==> src/rtl/power_seq_pkg.sv <==
`default_nettype none
// ============================================================================
//  Module   : power_seq_pkg
//  Purpose  : Shared definitions for the power-domain sequencer: FSM state
//             enumeration with fixed 4-bit encodings and the STATE width.
//  Ports    : none (package)
//  Revision : 1.0  initial release
// ============================================================================
package power_seq_pkg;

    localparam int STATE_W = 4;

    typedef enum logic [STATE_W-1:0] {
        ST_BOOT    = 4'd0,
        ST_UNRST   = 4'd1,
        ST_CLK_ON  = 4'd2,
        ST_DEISO   = 4'd3,
        ST_RUN     = 4'd4,
        ST_CLK_OFF = 4'd5,
        ST_ISO     = 4'd6,
        ST_SAVE    = 4'd7,
        ST_PWR_DN  = 4'd8,
        ST_OFF     = 4'd9,
        ST_PWR_UP  = 4'd10,
        ST_RESTORE = 4'd11,
        ST_FAULT   = 4'd12
    } state_t;

endpackage : power_seq_pkg
`default_nettype wire

==> src/rtl/pseq_ack_sync.sv <==
`default_nettype none
// ============================================================================
//  Module   : pseq_ack_sync
//  Purpose  : Two-flop synchronizer for the asynchronous power-switch ack.
//             Resets to 1 so that the synchronized ack agrees with the
//             switch being enabled out of reset.
//  Ports    : clk      in  clock, rising edge
//             rst      in  asynchronous active-high reset
//             i_async  in  asynchronous input
//             o_sync   out synchronized output
//  Revision : 1.0  initial release
// ============================================================================
module pseq_ack_sync (
    input  logic clk,
    input  logic rst,
    input  logic i_async,
    output logic o_sync
);

    logic meta_q;
    logic sync_q;

    always_ff @(posedge clk or posedge rst) begin
        if (rst) begin
            meta_q <= 1'b1;
            sync_q <= 1'b1;
        end else begin
            meta_q <= i_async;
            sync_q <= meta_q;
        end
    end

    assign o_sync = sync_q;

endmodule : pseq_ack_sync
`default_nettype wire

==> src/rtl/power_domain_sequencer.sv <==
`default_nettype none
// ============================================================================
//  Module   : power_domain_sequencer
//  Purpose  : Always-on controller sequencing power-down / power-up of one
//             switchable domain (clock enable, isolation, retention
//             save/restore, power switch, domain reset).
//  Ports    : CLK        in  clock, rising edge
//             RST        in  asynchronous active-high reset
//             SLEEP_REQ  in  level request to power down (honoured in RUN)
//             WAKE_REQ   in  level request to power up (honoured in OFF)
//             PSW_ACK    in  async ack from end of switch chain (1=powered)
//             PSW_EN     out power-switch enable
//             ISO_EN     out output isolation enable
//             CLK_EN     out domain clock-gate enable
//             SAVE       out retention save strobe
//             RESTORE    out retention restore strobe
//             DOM_RSTB   out domain reset, active low
//             BUSY       out high in every state except RUN and OFF
//             ERR        out sticky ack-timeout flag
//             STATE      out current FSM state encoding
//  Revision : 1.0  initial release
// ============================================================================
module power_domain_sequencer
    import power_seq_pkg::*;
#(
    parameter int CNT_W    = 8,
    parameter int RST_DLY  = 4,
    parameter int ISO_DLY  = 2,
    parameter int SAVE_DLY = 2,
    parameter int PWR_TMO  = 200
) (
    input  logic               CLK,
    input  logic               RST,
    input  logic               SLEEP_REQ,
    input  logic               WAKE_REQ,
    input  logic               PSW_ACK,
    output logic               PSW_EN,
    output logic               ISO_EN,
    output logic               CLK_EN,
    output logic               SAVE,
    output logic               RESTORE,
    output logic               DOM_RSTB,
    output logic               BUSY,
    output logic               ERR,
    output logic [STATE_W-1:0] STATE
);

    // Counter load values: a state lasting N cycles loads N-1 on entry and
    // advances when the counter reads zero, so a delay of 0 acts as 1.
    localparam logic [CNT_W-1:0] c_boot_ld = CNT_W'(RST_DLY  > 1 ? RST_DLY  - 1 : 0);
    localparam logic [CNT_W-1:0] c_iso_ld  = CNT_W'(ISO_DLY  > 1 ? ISO_DLY  - 1 : 0);
    localparam logic [CNT_W-1:0] c_save_ld = CNT_W'(SAVE_DLY > 1 ? SAVE_DLY - 1 : 0);
    localparam logic [CNT_W-1:0] c_tmo_ld  = CNT_W'(PWR_TMO  > 1 ? PWR_TMO  - 1 : 0);

    state_t           state_q, state_d;
    logic [CNT_W-1:0] cnt_q, cnt_d;
    logic             psw_en_q, psw_en_d;
    logic             iso_en_q, iso_en_d;
    logic             clk_en_q, clk_en_d;
    logic             save_q, save_d;
    logic             restore_q, restore_d;
    logic             dom_rstb_q, dom_rstb_d;
    logic             busy_q, busy_d;
    logic             err_q, err_d;
    logic             ack_s;
    logic             cnt_done;

    pseq_ack_sync u_ack_sync (
        .clk     (CLK),
        .rst     (RST),
        .i_async (PSW_ACK),
        .o_sync  (ack_s)
    );

    // ------------------------------------------------------------------
    // Next-state and shared delay counter
    // ------------------------------------------------------------------
    always_comb begin
        state_d  = state_q;
        cnt_d    = cnt_q;
        cnt_done = (cnt_q == '0);

        case (state_q)
            ST_BOOT:    if (cnt_done) state_d = ST_UNRST;   else cnt_d = cnt_q - CNT_W'(1);
            ST_UNRST:   state_d = ST_CLK_ON;
            ST_CLK_ON:  if (cnt_done) state_d = ST_DEISO;   else cnt_d = cnt_q - CNT_W'(1);
            ST_DEISO:   state_d = ST_RUN;
            ST_RUN:     if (SLEEP_REQ) state_d = ST_CLK_OFF;
            ST_CLK_OFF: state_d = ST_ISO;
            ST_ISO:     if (cnt_done) state_d = ST_SAVE;    else cnt_d = cnt_q - CNT_W'(1);
            ST_SAVE:    if (cnt_done) state_d = ST_PWR_DN;  else cnt_d = cnt_q - CNT_W'(1);
            ST_PWR_DN: begin
                // Ack wins over a timeout expiring in the same cycle.
                if (!ack_s)        state_d = ST_OFF;
                else if (cnt_done) state_d = ST_FAULT;
                else               cnt_d   = cnt_q - CNT_W'(1);
            end
            ST_OFF:     if (WAKE_REQ) state_d = ST_PWR_UP;
            ST_PWR_UP: begin
                if (ack_s)         state_d = ST_RESTORE;
                else if (cnt_done) state_d = ST_FAULT;
                else               cnt_d   = cnt_q - CNT_W'(1);
            end
            ST_RESTORE: if (cnt_done) state_d = ST_CLK_ON;  else cnt_d = cnt_q - CNT_W'(1);
            ST_FAULT:   state_d = ST_FAULT;
            default:    state_d = ST_FAULT;
        endcase

        // Load the counter for the state being entered.
        if (state_d != state_q) begin
            case (state_d)
                ST_CLK_ON, ST_ISO:   cnt_d = c_iso_ld;
                ST_SAVE, ST_RESTORE: cnt_d = c_save_ld;
                ST_PWR_DN, ST_PWR_UP: cnt_d = c_tmo_ld;
                ST_BOOT:             cnt_d = c_boot_ld;
                default:             cnt_d = '0;
            endcase
        end
    end

    // ------------------------------------------------------------------
    // Output decode from the next state, so registered outputs line up
    // with the state register.
    // ------------------------------------------------------------------
    always_comb begin
        psw_en_d   = 1'b1;
        iso_en_d   = 1'b1;
        clk_en_d   = 1'b0;
        save_d     = 1'b0;
        restore_d  = 1'b0;
        dom_rstb_d = 1'b1;
        busy_d     = 1'b1;
        err_d      = err_q;

        case (state_d)
            ST_BOOT:    dom_rstb_d = 1'b0;
            ST_UNRST:   ;
            ST_CLK_ON:  clk_en_d = 1'b1;
            ST_DEISO: begin
                clk_en_d = 1'b1;
                iso_en_d = 1'b0;
            end
            ST_RUN: begin
                clk_en_d = 1'b1;
                iso_en_d = 1'b0;
                busy_d   = 1'b0;
            end
            ST_CLK_OFF: iso_en_d = 1'b0;
            ST_ISO:     ;
            ST_SAVE:    save_d = 1'b1;
            ST_PWR_DN: begin
                psw_en_d   = 1'b0;
                dom_rstb_d = 1'b0;
            end
            ST_OFF: begin
                psw_en_d   = 1'b0;
                dom_rstb_d = 1'b0;
                busy_d     = 1'b0;
            end
            ST_PWR_UP:  dom_rstb_d = 1'b0;
            ST_RESTORE: restore_d = 1'b1;
            ST_FAULT: begin
                // Leave the switch where it was when the ack went missing.
                psw_en_d   = psw_en_q;
                dom_rstb_d = 1'b0;
                err_d      = 1'b1;
            end
            default:    ;
        endcase
    end

    always_ff @(posedge CLK or posedge RST) begin
        if (RST) begin
            state_q    <= ST_BOOT;
            cnt_q      <= c_boot_ld;
            psw_en_q   <= 1'b1;
            iso_en_q   <= 1'b1;
            clk_en_q   <= 1'b0;
            save_q     <= 1'b0;
            restore_q  <= 1'b0;
            dom_rstb_q <= 1'b0;
            busy_q     <= 1'b1;
            err_q      <= 1'b0;
        end else begin
            state_q    <= state_d;
            cnt_q      <= cnt_d;
            psw_en_q   <= psw_en_d;
            iso_en_q   <= iso_en_d;
            clk_en_q   <= clk_en_d;
            save_q     <= save_d;
            restore_q  <= restore_d;
            dom_rstb_q <= dom_rstb_d;
            busy_q     <= busy_d;
            err_q      <= err_d;
        end
    end

    assign PSW_EN   = psw_en_q;
    assign ISO_EN   = iso_en_q;
    assign CLK_EN   = clk_en_q;
    assign SAVE     = save_q;
    assign RESTORE  = restore_q;
    assign DOM_RSTB = dom_rstb_q;
    assign BUSY     = busy_q;
    assign ERR      = err_q;
    assign STATE    = state_q;

endmodule : power_domain_sequencer
`default_nettype wire
==> config.mk <==
export PLATFORM = sky130hd
export DESIGN_NAME = power_domain_sequencer
export DESIGN_NICKNAME = d
export VERILOG_FILES = /design/src/rtl/power_seq_pkg.sv /design/src/rtl/pseq_ack_sync.sv /design/src/rtl/power_domain_sequencer.sv
export SDC_FILE = /design/constraint.sdc
export NUM_CORES = 1
export LEC_CHECK = 0
export ABC_AREA = 1
export CAP_MARGIN = 10
export CORE_UTILIZATION = 39
export DETAILED_ROUTE_END_ITERATION = 8
export HOLD_SLACK_MARGIN = 0.08
export PLACE_DENSITY = 0.68
export SLEW_MARGIN = 25
export SYNTH_ARGS = -nofsm -noshare
export SYNTH_HDL_FRONTEND = slang
export SYNTH_SLANG_ARGS = --single-unit
==> constraint.sdc <==
create_clock -name CLK -period 3.15 [get_ports CLK]
set_input_delay 0.4725 -clock CLK [delete_from_list [all_inputs] [get_ports CLK]]
set_output_delay 0.4725 -clock CLK [all_outputs]
set_load 0.1 [all_outputs]
Word-level counts from Yosys, hierarchy flattened --
Index checks and enable logic that the tools add are counted.
Cells by class: $add $sub $neg 1, equality and inequality tests 25, multiplexer cells 24, reduce and logical (&&, ||, !) cells 13
Operators with widths (count):
- 4-bit case mux with 12 select lines | 1
- 8-bit case mux with 3 select lines | 2
- 4-bit two-way mux | 10
- 4-bit == test, second input constant | 9
- 4-bit by 3-bit == test with 1-bit output, second input constant | 8
- 8-bit two-way mux | 4
- 4-bit by 2-bit == test with 1-bit output, second input constant | 4
- 5-bit OR reduction | 2
- 4-bit logical NOT | 2
- 8-bit logical NOT | 1
- 8-bit by 1-bit subtractor with 8-bit output, second input constant | 1
- 1-bit two-way mux | 6
- 2-bit OR reduction | 3
- 3-bit OR reduction | 2
- 4-bit by 1-bit == test with 1-bit output, second input constant | 1
- 4-bit inequality test | 1
- 4-bit nonzero test | 1
- 4-bit OR reduction | 1
- 3-bit by 2-bit inequality test with 1-bit output, second input constant | 1
- 3-bit inequality test, second input constant | 1
- 3-bit AND reduction | 1
- 1-bit case mux with 2 select lines | 1
Storage, ports and cells: register bits 22, bits of input ports 5, output and inout port bits 12

Logic depth before layout (Yosys ltp) --
word-level depth 8, mapped depth 16, depth with buffers taken out 15

Cells and area by module --
From an unflattened synthesis, not the netlist that was laid out.
Unflattened totals: cell total of the unflattened synthesis 192, area total of the unflattened synthesis 1478.9 um2
Modules (own cells, without submodules):
- power_domain_sequencer | times used 1, cells each 189, area an instance 1422.6 um2, seq. area each 506.7 um2
- pseq_ack_sync | times used 1, cells each 3, area an instance 56.3 um2, seq. area each 52.6 um2

Worst setup path after synthesis --
OpenSTA, ideal clock, no wires.
path kind register to register, from register state_q[2], in the netlist STATE[2], to register cnt_q[2], library setup time 116 ps, arrival 2362 ps, slack 671 ps, cell stages (with the launch flop) 14, buffers on the path 0, clock period less this slack 2479 ps, path through dfrtp_1 > inv_2 > nand2_1 > nor2_1 > nand2_1 > nand2_1 > nor2_1 > nand3_1 > nand2_4 > nand3_4 > inv_2 > nand2_2 > nand2_1 > nand2_1
On the way: cells in the longest elaborated chain, start to end 7, elaborated cells on any way between the ends 41, those cells by class eq/ne: 20; mux: 14; reduce/logical: 7
Ends and longest elaborated chain:
- start: declaration | RTL line power_domain_sequencer.sv:55 | state_t state_q, state_d;
- start signal: assignment | RTL line power_domain_sequencer.sv:185 | state_q <= state_d;
- 4-bit two-way mux | RTL line power_domain_sequencer.sv:95, power_domain_sequencer.sv:101
- 4-bit two-way mux, on equally long branches | RTL line power_domain_sequencer.sv:100, power_domain_sequencer.sv:94
- 4-bit case mux with 12 select lines | RTL line power_domain_sequencer.sv:83 | case (state_q)
- 4-bit == test, or another cell as far along | RTL line power_domain_sequencer.sv:111 | case (state_d)
- 4-bit OR reduction (no line) / 2-bit OR reduction (equally long branches)
- 8-bit case mux with 3 select lines | RTL line power_domain_sequencer.sv:111
- 8-bit two-way mux | RTL line power_domain_sequencer.sv:110 | if (state_d != state_q) begin
- end signal: assignment | RTL line power_domain_sequencer.sv:175 | cnt_q <= c_boot_ld;
- end signal: assignment | RTL line power_domain_sequencer.sv:186 | cnt_q <= cnt_d;
- end: declaration | RTL line power_domain_sequencer.sv:56 | logic [CNT_W-1:0] cnt_q, cnt_d;
Parallel ways exist; a longest one is shown, timed or not. A chain may end at the register's enable or synchronous reset.

Worst setup path in the final report --
from register cnt_q[0], to register cnt_q[7]
On the way: cells in the longest elaborated chain, start to end 8, elaborated cells on any way between the ends 31, those cells by class add/sub: 1; eq/ne: 9; mux: 15; reduce/logical: 6
Ends and longest elaborated chain:
- 8-bit logical NOT (*) | RTL line power_domain_sequencer.sv:81 | cnt_done = (cnt_q == '0);
- 4-bit two-way mux | RTL line power_domain_sequencer.sv:95, power_domain_sequencer.sv:101
- 4-bit two-way mux, on equally long branches | RTL line power_domain_sequencer.sv:100, power_domain_sequencer.sv:94
- 4-bit case mux with 12 select lines (*) | RTL line power_domain_sequencer.sv:83
- named net state_d[0] | RTL line power_domain_sequencer.sv:55
- 4-bit == test, or another cell as far along | RTL line power_domain_sequencer.sv:111
- 4-bit OR reduction (no line) / 2-bit OR reduction (equally long branches)
- 8-bit case mux with 3 select lines | RTL line power_domain_sequencer.sv:111
- 8-bit two-way mux | RTL line power_domain_sequencer.sv:110
The timed path passes the listed nets; every way through them passes the cells marked *. The select of a mux whose other input is x is not followed.

==> impl_metrics.tcl <==
set metrics [dict create \
    vias 1309 \
    status "finished clean" \
    worstSetupPathType "reg2reg" \
    ys_seq_area_frac 0.3824 \
    grt_overflow 0 \
    finalCritPeriodShare 0.7013 \
    async_flop_share 1.000 \
    path_max_fanout 9 \
    reg2reg_to "cnt_q[7]" \
    synth_most_common_cell "nand2_1" \
    cts.sink_count 22 \
    maxCapViolCount 0 \
    rr_worst_depth 14 \
    grt_usage 0.1815 \
    ys.flop_type "dfrtp_1" \
    viasPerCell 4.940 \
    synthToLayoutAreaGrowth_pct 17.54 \
    synth_top_cell_by_area "dfrtp_1" \
    slew_violations 0 \
    fin_crit_ps 2209 \
    fillers 359 \
    fin_tns_setup_ps 0 \
    min-delay-start "u_ack_sync.meta_q" \
    diodes 0 \
    crit_required_ps 3310 \
    hold_viol_final 0 \
    max_slew.worst_pin.slew_ps 959.8 \
    insertion_delay_ps 260 \
    min_path_cells 0 \
    gp_congestion 0.9211 \
    drc 0 \
    antenna_left 0 \
    wire_per_inst_um 11.93 \
    drtIter0Drc 106 \
    clk_pin_slew_worst_paths_ps 80 \
    post_cts_buffers 0 \
    fmax_mhz 452.7 \
    grt_pass1_wl_um 5623 \
    synth_area_um2 1463 \
    synthTopCellsByCount "51 x nand2_1, 31 x nor2_1, 19 x nand3_1" \
    ys_warn_count 0 \
    synthTopCellsByArea "dfrtp_1 26%, nand2_1 13%, dfstp_2 13%, nor2_1 8.0%, nand3_1 6.5%" \
    pin_count 17 \
    drive_gt1_frac 0.2283 \
    synth_cells 200 \
    avgSynthCellArea_um2 7.313 \
    regMostFlops "cnt_q" \
    clk_path_buf_depth 2 \
    dp_hpwl_um 2541 \
    timing.slew.headroom 0.3582 \
    r2r_setup_slack_ps 940 \
    rr_startpoint "cnt_q[0]" \
    dieWidth_um 63.24 \
    fp.dieH_um 63.24 \
    antenna_found_initial 0 \
    coreArea_um2 3468 \
    die_area_um2 3999 \
    h-tree-depth 1 \
    multi_input_area_um2 809.5 \
    syn_nets 206 \
    skew_ps 4.524 \
    start_util 0.4217 \
    final_nets 226 \
    largest_register_ffs 8 \
    regArea_um2 559.3 \
    synth.top_cell.area_share 0.2566 \
    hold_buffers 0 \
    cts_resized 0 \
    synth_cell_type_count 28 \
    grt_max_degree 23 \
    first_global_vias 1188 \
    crit_path_start_kind "flop" \
    hold_end "u_ack_sync.o_sync" \
    min_path_type "reg2reg" \
    synth-edff-count 0 \
    cp.arrival_ps 2370 \
    rows 21 \
    setup_viol 0 \
    numCtsBuffers 3 \
    io_buffers 16 \
    cts_tree "done" \
    cts_root_buf "clkbuf_8" \
    wirelength_um 3162 \
    rsz0062_at_grt "no" \
    drtPass1Iterations 5 \
    synth_seq_cells 22 \
    crit_path_end_kind "flop" \
]
stage by stage:
stage	utilization	cells	area [um^2]	setup WS, ps	hold slack (ps)
final	0.4957	265	1719	941.0	362.4
after global routing	0.4957	265	1719	694.2	371.1
after CTS	0.4957	265	1719	929.9	365.2
after detailed placement	0.4751	261	1648	877.7	353.3
after global placement	0.4751	261	1648	899.0	348.5
after floorplan	-	200	1463	671.2	345.2
worst max-delay path by stage:
stage,from,to,slack (ps),cells past startpoint
floorplan,STATE[2],cnt_q[2],670,13
global placement,WAKE_REQ,cnt_q[6],900,12
detailed placement,WAKE_REQ,cnt_q[7],880,12
CTS,cnt_q[0],cnt_q[7],930,14
global route,cnt_q[0],cnt_q[6],690,15
finish,cnt_q[0],cnt_q[7],940,14
layout make-up:
| type | count | area share |
|---|---|---|
| Multi-Input combinational cell | 154 | 0.4709 |
| Sequential cell | 22 | 0.3253 |
| Clock buffer | 3 | 0.02402 |
| Tap cell | 46 | 0.03348 |
| Inverter | 23 | 0.05022 |
| Clock inverter | 1 | 0.01747 |
| Timing Repair Buffer | 16 | 0.07860 |
worst max-delay path, cell delays in order, from the launching register on:
cell and delay, ps:
dfstp_2 550, inv_1 50, ha_1 240, nand2_1 200, o21ai_0 200, nand3_2 130
nand2_2 90, nand2_4 90, nand2_2 60, nand2_4 100, nand3_4 150, nand2_2 120
nand2_1 50, nand2_1 50, nand2_1 40
cells in the final DEF (no fill, tap or decap), drive strengths merged:
cell / instances
o21ai: 9
nand3: 25
bufinv: 1
a21oi: 3
or2: 1
xor2: 4
nor3: 7
nor3b: 2
nand2: 59
dfstp: 7
o22ai: 1
dfrtp: 15
ha: 1
nor2: 38
inv: 23
xnor2: 2
clkbuf: 3
o31ai: 1
buf: 10
nand4: 1
clkdlybuf4s50: 6
per-layer routing:
layer  share of wire  up-vias  track usage
met2            0.41       49       0.2513
met4          0.0098        0      0.04830
met5               0        -            0
met1            0.49      582       0.2818
li1                -      674            -
met3           0.089        4      0.03623
kinds of logic after synthesis:
logic type               after synthesis  share of synthesized area
AO/OA/AOI/OAI                         14                    0.05304
flip-flops                            22                     0.3824
AND/OR/NAND/NOR                      133                     0.4559
adder cells (fa/ha/maj)                1                   0.008553
buffers and inverters                 24                    0.06416
XOR/XNOR                               6                    0.03593
Power is not shown: default switching activity piles up to over one toggle a cycle in this logic, so the estimate is an artifact.
